==> src/rtl/mdu_if.sv <==
// mdu_if: request/response bundle between the EXE stage and the iterative
// multiply/divide unit.
//   master (EXE side)  : drives in_valid, op, src1, src2, cancel, out_ready
//   slave  (unit side) : drives in_ready, out_valid, res_hi, res_lo, div_by_zero
interface mdu_if #(
  parameter int WIDTH = 32
) ();
  logic             in_valid;
  logic             in_ready;
  logic [1:0]       op;
  logic [WIDTH-1:0] src1;
  logic [WIDTH-1:0] src2;
  logic             cancel;
  logic             out_valid;
  logic             out_ready;
  logic [WIDTH-1:0] res_hi;
  logic [WIDTH-1:0] res_lo;
  logic             div_by_zero;

  modport master (
    output in_valid, op, src1, src2, cancel, out_ready,
    input  in_ready, out_valid, res_hi, res_lo, div_by_zero
  );

  modport slave (
    input  in_valid, op, src1, src2, cancel, out_ready,
    output in_ready, out_valid, res_hi, res_lo, div_by_zero
  );
endinterface

==> src/rtl/mdu_iter.sv <==
// mdu_iter: iterative MULT/MULTU/DIV/DIVU unit returning a HI/LO pair.
//   clk    : rising-edge clock
//   reset  : synchronous active-high reset
//   bus    : mdu_if slave port
//            in_valid/in_ready/op/src1/src2 : request handshake and operands
//            cancel                         : flush of the in-flight operation
//            out_valid/out_ready            : result handshake
//            res_hi/res_lo/div_by_zero      : registered result
// Multiply completes in one MUL cycle; divide is a restoring divider on the
// operand magnitudes producing one quotient bit per cycle, followed by a FIX
// cycle that applies signs and the divide-by-zero convention.
module mdu_iter #(
  parameter int WIDTH = 32,
  parameter int CNT_W = 6
) (
  input logic  clk,
  input logic  reset,
  mdu_if.slave bus
);

  typedef enum logic [2:0] {
    ST_IDLE = 3'd0,
    ST_MUL  = 3'd1,
    ST_DIV  = 3'd2,
    ST_FIX  = 3'd3,
    ST_DONE = 3'd4
  } state_t;

  localparam logic [1:0]       OP_DIV   = 2'b10;
  localparam logic [CNT_W-1:0] CNT_LAST = CNT_W'(WIDTH - 1);

  // Two's complement negation.
  function automatic logic [WIDTH-1:0] neg2(input logic [WIDTH-1:0] v);
    return ~v + {{(WIDTH-1){1'b0}}, 1'b1};
  endfunction

  // Magnitude of v when treated as signed, otherwise v unchanged.
  function automatic logic [WIDTH-1:0] mag(input logic [WIDTH-1:0] v, input logic is_signed);
    if (is_signed && v[WIDTH-1]) begin
      return neg2(v);
    end else begin
      return v;
    end
  endfunction

  // Sign- or zero-extension to the full product width.
  function automatic logic [2*WIDTH-1:0] ext(input logic [WIDTH-1:0] v, input logic is_signed);
    return {{WIDTH{is_signed & v[WIDTH-1]}}, v};
  endfunction

  state_t             state_r;
  state_t             state_nxt_s;
  logic [1:0]         op_r;
  logic [WIDTH-1:0]   a_r;
  logic [WIDTH-1:0]   b_r;
  logic [CNT_W-1:0]   cnt_r;
  logic [WIDTH-1:0]   rem_r;
  logic [WIDTH-1:0]   quo_r;
  logic [WIDTH-1:0]   dvs_r;
  logic [WIDTH-1:0]   res_hi_r;
  logic [WIDTH-1:0]   res_lo_r;
  logic               dbz_r;
  logic               out_valid_r;

  logic               in_ready_s;
  logic               accept_s;
  logic [2*WIDTH-1:0] prod_s;
  logic [WIDTH:0]     shift_s;
  logic [WIDTH:0]     diff_s;
  logic               qbit_s;
  logic [WIDTH-1:0]   rem_nxt_s;
  logic               dbz_s;
  logic [WIDTH-1:0]   fix_hi_s;
  logic [WIDTH-1:0]   fix_lo_s;

  // State register.
  always_ff @(posedge clk) begin
    if (reset) begin
      state_r <= ST_IDLE;
    end else begin
      state_r <= state_nxt_s;
    end
  end

  // Next-state logic; cancel overrides everything except reset.
  always_comb begin
    state_nxt_s = state_r;
    if (bus.cancel) begin
      state_nxt_s = ST_IDLE;
    end else begin
      case (state_r)
        ST_IDLE: begin
          if (accept_s) begin
            state_nxt_s = bus.op[1] ? ST_DIV : ST_MUL;
          end else begin
            state_nxt_s = ST_IDLE;
          end
        end
        ST_MUL:  state_nxt_s = ST_DONE;
        ST_DIV: begin
          if (cnt_r == CNT_LAST) begin
            state_nxt_s = ST_FIX;
          end else begin
            state_nxt_s = ST_DIV;
          end
        end
        ST_FIX:  state_nxt_s = ST_DONE;
        ST_DONE: begin
          // Handshake completes; a new request may be taken in the same cycle.
          if (accept_s) begin
            state_nxt_s = bus.op[1] ? ST_DIV : ST_MUL;
          end else if (bus.out_ready) begin
            state_nxt_s = ST_IDLE;
          end else begin
            state_nxt_s = ST_DONE;
          end
        end
        default: state_nxt_s = ST_IDLE;
      endcase
    end
  end

  // Handshake outputs: ready in IDLE, or in DONE when the result is being taken.
  always_comb begin
    in_ready_s = 1'b0;
    if (bus.cancel) begin
      in_ready_s = 1'b0;
    end else if (state_r == ST_IDLE) begin
      in_ready_s = 1'b1;
    end else if (state_r == ST_DONE) begin
      in_ready_s = bus.out_ready;
    end else begin
      in_ready_s = 1'b0;
    end
    accept_s = in_ready_s & bus.in_valid;
  end

  // Product and one restoring-division step from the captured operands.
  always_comb begin
    // op_r[0]=0 selects the signed variant (MULT).
    prod_s    = ext(a_r, ~op_r[0]) * ext(b_r, ~op_r[0]);
    shift_s   = {rem_r, quo_r[WIDTH-1]};
    diff_s    = shift_s - {1'b0, dvs_r};
    qbit_s    = ~diff_s[WIDTH];
    rem_nxt_s = shift_s[WIDTH-1:0];
    if (qbit_s) begin
      rem_nxt_s = diff_s[WIDTH-1:0];
    end else begin
      rem_nxt_s = shift_s[WIDTH-1:0];
    end
  end

  // Sign fix-up and divide-by-zero override applied in FIX.
  always_comb begin
    dbz_s    = (b_r == {WIDTH{1'b0}});
    fix_hi_s = rem_r;
    fix_lo_s = quo_r;
    if (dbz_s) begin
      fix_lo_s = {WIDTH{1'b1}};
      fix_hi_s = a_r;
    end else if (op_r == OP_DIV) begin
      fix_lo_s = (a_r[WIDTH-1] ^ b_r[WIDTH-1]) ? neg2(quo_r) : quo_r;
      fix_hi_s = a_r[WIDTH-1] ? neg2(rem_r) : rem_r;
    end else begin
      fix_lo_s = quo_r;
      fix_hi_s = rem_r;
    end
  end

  // Operand capture at accept only; later changes on src1/src2 are ignored.
  always_ff @(posedge clk) begin
    if (reset) begin
      op_r <= 2'b00;
      a_r  <= {WIDTH{1'b0}};
      b_r  <= {WIDTH{1'b0}};
    end else if (accept_s) begin
      op_r <= bus.op;
      a_r  <= bus.src1;
      b_r  <= bus.src2;
    end
  end

  // Iteration counter.
  always_ff @(posedge clk) begin
    if (reset) begin
      cnt_r <= {CNT_W{1'b0}};
    end else if (bus.cancel || accept_s) begin
      cnt_r <= {CNT_W{1'b0}};
    end else if (state_r == ST_DIV) begin
      cnt_r <= cnt_r + {{(CNT_W-1){1'b0}}, 1'b1};
    end
  end

  // Divider datapath: quo_r starts as the dividend magnitude and is shifted
  // out MSB first while quotient bits shift in from the bottom.
  always_ff @(posedge clk) begin
    if (reset) begin
      rem_r <= {WIDTH{1'b0}};
      quo_r <= {WIDTH{1'b0}};
      dvs_r <= {WIDTH{1'b0}};
    end else if (accept_s) begin
      rem_r <= {WIDTH{1'b0}};
      quo_r <= mag(bus.src1, bus.op == OP_DIV);
      dvs_r <= mag(bus.src2, bus.op == OP_DIV);
    end else if ((state_r == ST_DIV) && !bus.cancel) begin
      rem_r <= rem_nxt_s;
      quo_r <= {quo_r[WIDTH-2:0], qbit_s};
    end
  end

  // Result registers; a cancelled operation leaves the previous values.
  always_ff @(posedge clk) begin
    if (reset) begin
      res_hi_r <= {WIDTH{1'b0}};
      res_lo_r <= {WIDTH{1'b0}};
      dbz_r    <= 1'b0;
    end else if ((state_r == ST_MUL) && !bus.cancel) begin
      res_hi_r <= prod_s[2*WIDTH-1:WIDTH];
      res_lo_r <= prod_s[WIDTH-1:0];
      dbz_r    <= 1'b0;
    end else if ((state_r == ST_FIX) && !bus.cancel) begin
      res_hi_r <= fix_hi_s;
      res_lo_r <= fix_lo_s;
      dbz_r    <= dbz_s;
    end
  end

  // Registered out_valid tracks entry into and residence in DONE.
  always_ff @(posedge clk) begin
    if (reset) begin
      out_valid_r <= 1'b0;
    end else begin
      out_valid_r <= (state_nxt_s == ST_DONE);
    end
  end

  assign bus.in_ready    = in_ready_s;
  assign bus.out_valid   = out_valid_r;
  assign bus.res_hi      = res_hi_r;
  assign bus.res_lo      = res_lo_r;
  assign bus.div_by_zero = dbz_r;

endmodule

==> src/flat_wrapper.sv <==
// flat-port wrapper written by rule: the top's interface ports become plain ports
module mdu_iter_flat 
#(
  parameter int WIDTH = 32,
  parameter int CNT_W = 6
)
  (clk, reset, bus_in_valid, bus_op, bus_src1, bus_src2, bus_cancel, bus_out_ready, bus_in_ready, bus_out_valid, bus_res_hi, bus_res_lo, bus_div_by_zero);
  mdu_if #(.WIDTH(WIDTH)) bus_i ();
  input logic clk;
  input logic reset;
  input wire logic [$bits(bus_i.in_valid)-1:0] bus_in_valid;
  input wire logic [$bits(bus_i.op)-1:0] bus_op;
  input wire logic [$bits(bus_i.src1)-1:0] bus_src1;
  input wire logic [$bits(bus_i.src2)-1:0] bus_src2;
  input wire logic [$bits(bus_i.cancel)-1:0] bus_cancel;
  input wire logic [$bits(bus_i.out_ready)-1:0] bus_out_ready;
  output wire logic [$bits(bus_i.in_ready)-1:0] bus_in_ready;
  output wire logic [$bits(bus_i.out_valid)-1:0] bus_out_valid;
  output wire logic [$bits(bus_i.res_hi)-1:0] bus_res_hi;
  output wire logic [$bits(bus_i.res_lo)-1:0] bus_res_lo;
  output wire logic [$bits(bus_i.div_by_zero)-1:0] bus_div_by_zero;
  assign bus_i.in_valid = bus_in_valid;
  assign bus_i.op = bus_op;
  assign bus_i.src1 = bus_src1;
  assign bus_i.src2 = bus_src2;
  assign bus_i.cancel = bus_cancel;
  assign bus_i.out_ready = bus_out_ready;
  assign bus_in_ready = bus_i.in_ready;
  assign bus_out_valid = bus_i.out_valid;
  assign bus_res_hi = bus_i.res_hi;
  assign bus_res_lo = bus_i.res_lo;
  assign bus_div_by_zero = bus_i.div_by_zero;
  mdu_iter #(.WIDTH(WIDTH), .CNT_W(CNT_W)) u_core (.clk(clk), .reset(reset), .bus(bus_i));
endmodule
==> config.mk <==
export PLATFORM = sky130hd
export DESIGN_NAME = mdu_iter_flat
export DESIGN_NICKNAME = d
export VERILOG_FILES = /design/src/rtl/mdu_if.sv /design/src/rtl/mdu_iter.sv /design/src/flat_wrapper.sv
export SDC_FILE = /design/constraint.sdc
export NUM_CORES = 2
export LEC_CHECK = 0
export BUFFER_PORTS_ARGS = -buffer_cell sky130_fd_sc_hd__buf_4
export CAP_MARGIN = 20
export CORE_ASPECT_RATIO = 0.75
export CORE_MARGIN = 10
export CORE_UTILIZATION = 30
export CTS_CLUSTER_DIAMETER = 120
export CTS_CLUSTER_SIZE = 10
export DETAILED_ROUTE_END_ITERATION = 6
export GPL_TIMING_DRIVEN = 0
export PLACE_DENSITY = 0.43
export SLEW_MARGIN = 20
export SYNTH_ARGS = -nofsm -noshare
export SYNTH_HDL_FRONTEND = slang
export SYNTH_SLANG_ARGS = --single-unit
==> constraint.sdc <==
create_clock -name clk -period 8.2 [get_ports clk]
set_clock_uncertainty 0.2 [all_clocks]
set_input_delay 1.64 -clock clk [delete_from_list [all_inputs] [get_ports clk]]
set_output_delay 1.64 -clock clk [all_outputs]
set_load 0.05 [all_outputs]
==> flow_metrics.tcl <==
set metrics [dict create \
    totalWireLength_mm 241 \
    antenna_found_initial 32 \
    crit_top_cell "fa_2" \
    die_h_um 380 \
    synth-adder-area-share_pct 49.6 \
    rr_worst_depth 28 \
    place_ws_ps -2880 \
    cp_top_family "adder cells" \
    yosysUniqueCellTypes 72 \
    cp-end-kind "flop" \
    finalNetCount 7705 \
    clock_latency_ps 620 \
    clk_pin_slew_ps 70 \
    hp-class "reg -> reg" \
    crit_arrival_ps 8930 \
    num_rows 131 \
    powerDensity_nw_per_um2 82.3 \
    synth_mux_area_share_pct 0.602 \
    synthSimpleGateAreaFrac_pct 16.6 \
    status "finished, violations left" \
    numCtsBuffers 27 \
    ir_worst_vdd_mv 0.149 \
    path_max_fanout 7 \
    drc 0 \
    grt_pass1_vias 44700 \
    die_w_um 500 \
    synth_top_family_by_area "adder cells" \
    route.antenna.remaining_nets 0 \
    grt_max_degree 15 \
    synth_area_per_cell_um2 8.56 \
    clock.fmax_mhz 115 \
    tightest_slew_ps 1290 \
    start_kind "flop" \
    total_leakage_power_uw 0.0271 \
    syn_area_um2 51700 \
    finalPower_uw 4930 \
    cts_num_sinks 236 \
    cts_tree "yes" \
    layout-drive-gt1-share_pct 12.4 \
    cts_buffer_depth 3 \
    ys_dominant_reg_cell "dfxtp_1" \
    relSlewSlack_pct 13.7 \
    whs_endpoint "u_core.bus.res_hi[8]" \
    grt_overflow 0 \
    num_vias 44400 \
    synth-async-reset-ratio_pct 0 \
    cap_violations 0 \
    max_stage_delay_ps 700 \
    syn_nets 7490 \
    hold_viol 0 \
    syn_inst 6043 \
    slew_viol_final 0 \
    setup_viol 23 \
    r2r_slack_ps -490 \
    finalCritPeriodShare_pct 106 \
    wl_per_cell_um 28.3 \
    cts-root-buf "clkbuf_16" \
    drtPass1Iterations 7 \
    critPathKind "reg -> reg" \
    drt_iter0_markers 5142 \
    min_path_cells 2 \
    finalWorstSetupSlack_ps -491 \
    postPlaceCellArea_um2 55700 \
    pin_count 138 \
    grt_pass1_wl_mm 342 \
    timing.rr.start "u_core.op_r[0]" \
    worst_path_max_delay_cell "fa_2" \
    synth-xor-area-share_pct 3.45 \
    required_ps 8440 \
    area_delta_synth_final_pct 15.8 \
    start_util_pct 30.3 \
    synth_compound_area_share_pct 9.30 \
    violations "setup timing" \
    gp_congestion 0.955 \
    viasPerCell 5.20 \
    holdCritStartpoint "u_core.bus.res_hi[8]" \
    grt_setup_unrepaired "yes" \
    io_buffers 136 \
    ctsHoldBuffers 0 \
    cts_max_level 1 \
    synth-edff-count 0 \
    ys_warn_count 0 \
    yosys_register_bits 236 \
    finalSetupTns_ps -5190 \
    die_area_um2 190000 \
    ys_seq_area_share_pct 9.13 \
    core-area_um2 171000 \
    path_buf_inv 9 \
    final.min_clock_period_ps 8690 \
    final_area_um2 59900 \
    dpl.hpwl_mm 200 \
    worstReg2RegEnd "u_core.bus.res_hi[30]" \
    grt_usage_pct 24.9 \
]
-- cells by family after synthesis --
family	after synthesis
adders and majority gates	1376
xor gates and xnor gates	203
AOI/OAI and AO/OA	772
muxes	31
and+or+nand+nor	1872
buffers and inverters	1553
DFF	236
-- worst max path at each step --
stage / start / to / slack (ps) / cells after the start
2_1_floorplan: u_core.a_r[31] / u_core.bus.res_hi[30] / 10 / 30
3_3_place_gp: u_core.a_r[16] / u_core.bus.res_hi[30] / -3290 / 25
3_5_place_dp: u_core.a_r[31] / u_core.bus.res_hi[30] / -2880 / 29
4_1_cts: u_core.a_r[31] / u_core.bus.res_hi[30] / -400 / 28
5_1_grt: u_core.op_r[0] / u_core.bus.res_hi[30] / -650 / 28
6_report: u_core.op_r[0] / u_core.bus.res_hi[30] / -490 / 28
-- Yosys cell counts (36+ instances only) --
| master | number | share of area (%) |
|---|---|---|
| dfxtp_1 | 236 | 9.1 |
| fa_1 | 1126 | 44 |
| xor2_1 | 63 | 1.1 |
| ha_1 | 250 | 6.0 |
| clkbuf_1 | 382 | 2.8 |
| inv_1 | 1162 | 8.4 |
| a211oi_1 | 54 | 0.78 |
| o21ai_0 | 159 | 1.5 |
| nor3_1 | 54 | 0.52 |
| and2_1 | 381 | 4.6 |
| a21oi_1 | 287 | 2.8 |
| xnor2_1 | 139 | 2.4 |
| a21o_1 | 36 | 0.52 |
| nor2_1 | 234 | 1.7 |
| nand2_1 | 1001 | 7.3 |
-- power by group --
group	internal, uW	switching (uW)
clock	614	568
combinational	881	1580
sequential	1190	105
total	2680	2250
-- sequential cells by signal, indices dropped and copies added (netlist names) --
register / flops
u_core.a_r: 32
u_core.bus.res_hi: 32
u_core.bus.res_lo: 32
u_core.dvs_r: 32
u_core.quo_r: 32
u_core.rem_r: 32
u_core.b_r: 31
u_core.cnt_r: 6
u_core.state_r: 3
u_core.op_r: 2
u_core.bus.div_by_zero: 1
u_core.bus.out_valid: 1
-- stage by stage --
stage,hold slack (ps),util [%],instances
3_5_place_dp,249,32.6,8443
5_1_grt,276,35.1,8523
2_1_floorplan,236,-,6043
4_1_cts,258,34.7,8491
6_report,255,35.1,8533
3_3_place_gp,248,32.6,8440
-- worst reg2reg max path: cells and delay by family, from the launching register on --
family / cells / cell delay (ps)
multiplexers: 1 / 250
buffers and inverters: 9 / 980
AND/OR/NAND/NOR: 3 / 620
adder cells (fa/ha/maj): 9 / 4600
AO/OA/AOI/OAI: 6 / 1440
flip-flops: 1 / 440
-- routing by layer --
layer	wire, um	vias up	track usage [%]
met5	27	-	0
met4	6960	4	5.40
met3	26600	266	6.22
met2	93900	2155	33.9
met1	114000	23100	38.8
li1	-	18800	-
-- area by class of cell --
type / count / area, um2
fill: 18000 / 111000
multi-input combinational: 4254 / 42400
sequential: 236 / 4850
inverter: 1162 / 4390
tap: 2261 / 2830
buffer: 333 / 2610
timing repair buffer: 244 / 2060
clock buffer: 27 / 676
clock inverter: 2 / 50.0
antenna: 14 / 35.0
-- cells in the final DEF, fill, tap and decap left out, drive strengths merged, types with 15 or more instances in the layout --
cell / count
a211oi: 54
a21o: 36
a21oi: 287
a311oi: 18
and2: 383
buf: 274
clkbuf: 330
dfxtp: 236
fa: 1126
ha: 250
inv: 1159
mux2i: 30
nand2: 1001
nand2b: 28
nand3: 27
nand4: 21
nor2: 234
nor2b: 18
nor3: 55
nor4: 30
o211ai: 30
o21a: 16
o21ai: 162
o21bai: 15
o221ai: 18
o31ai: 31
or2: 17
or3: 20
xnor2: 139
xor2: 64
-- timing repair --
item | 4_1_cts | 5_1_grt
pin swaps | 106 | 92
gates resized for setup | 728 | 133
buffers inserted | 76 | 28
endpoints found under the setup margin | 44 | 30
Power figures use the tool's default switching activity.
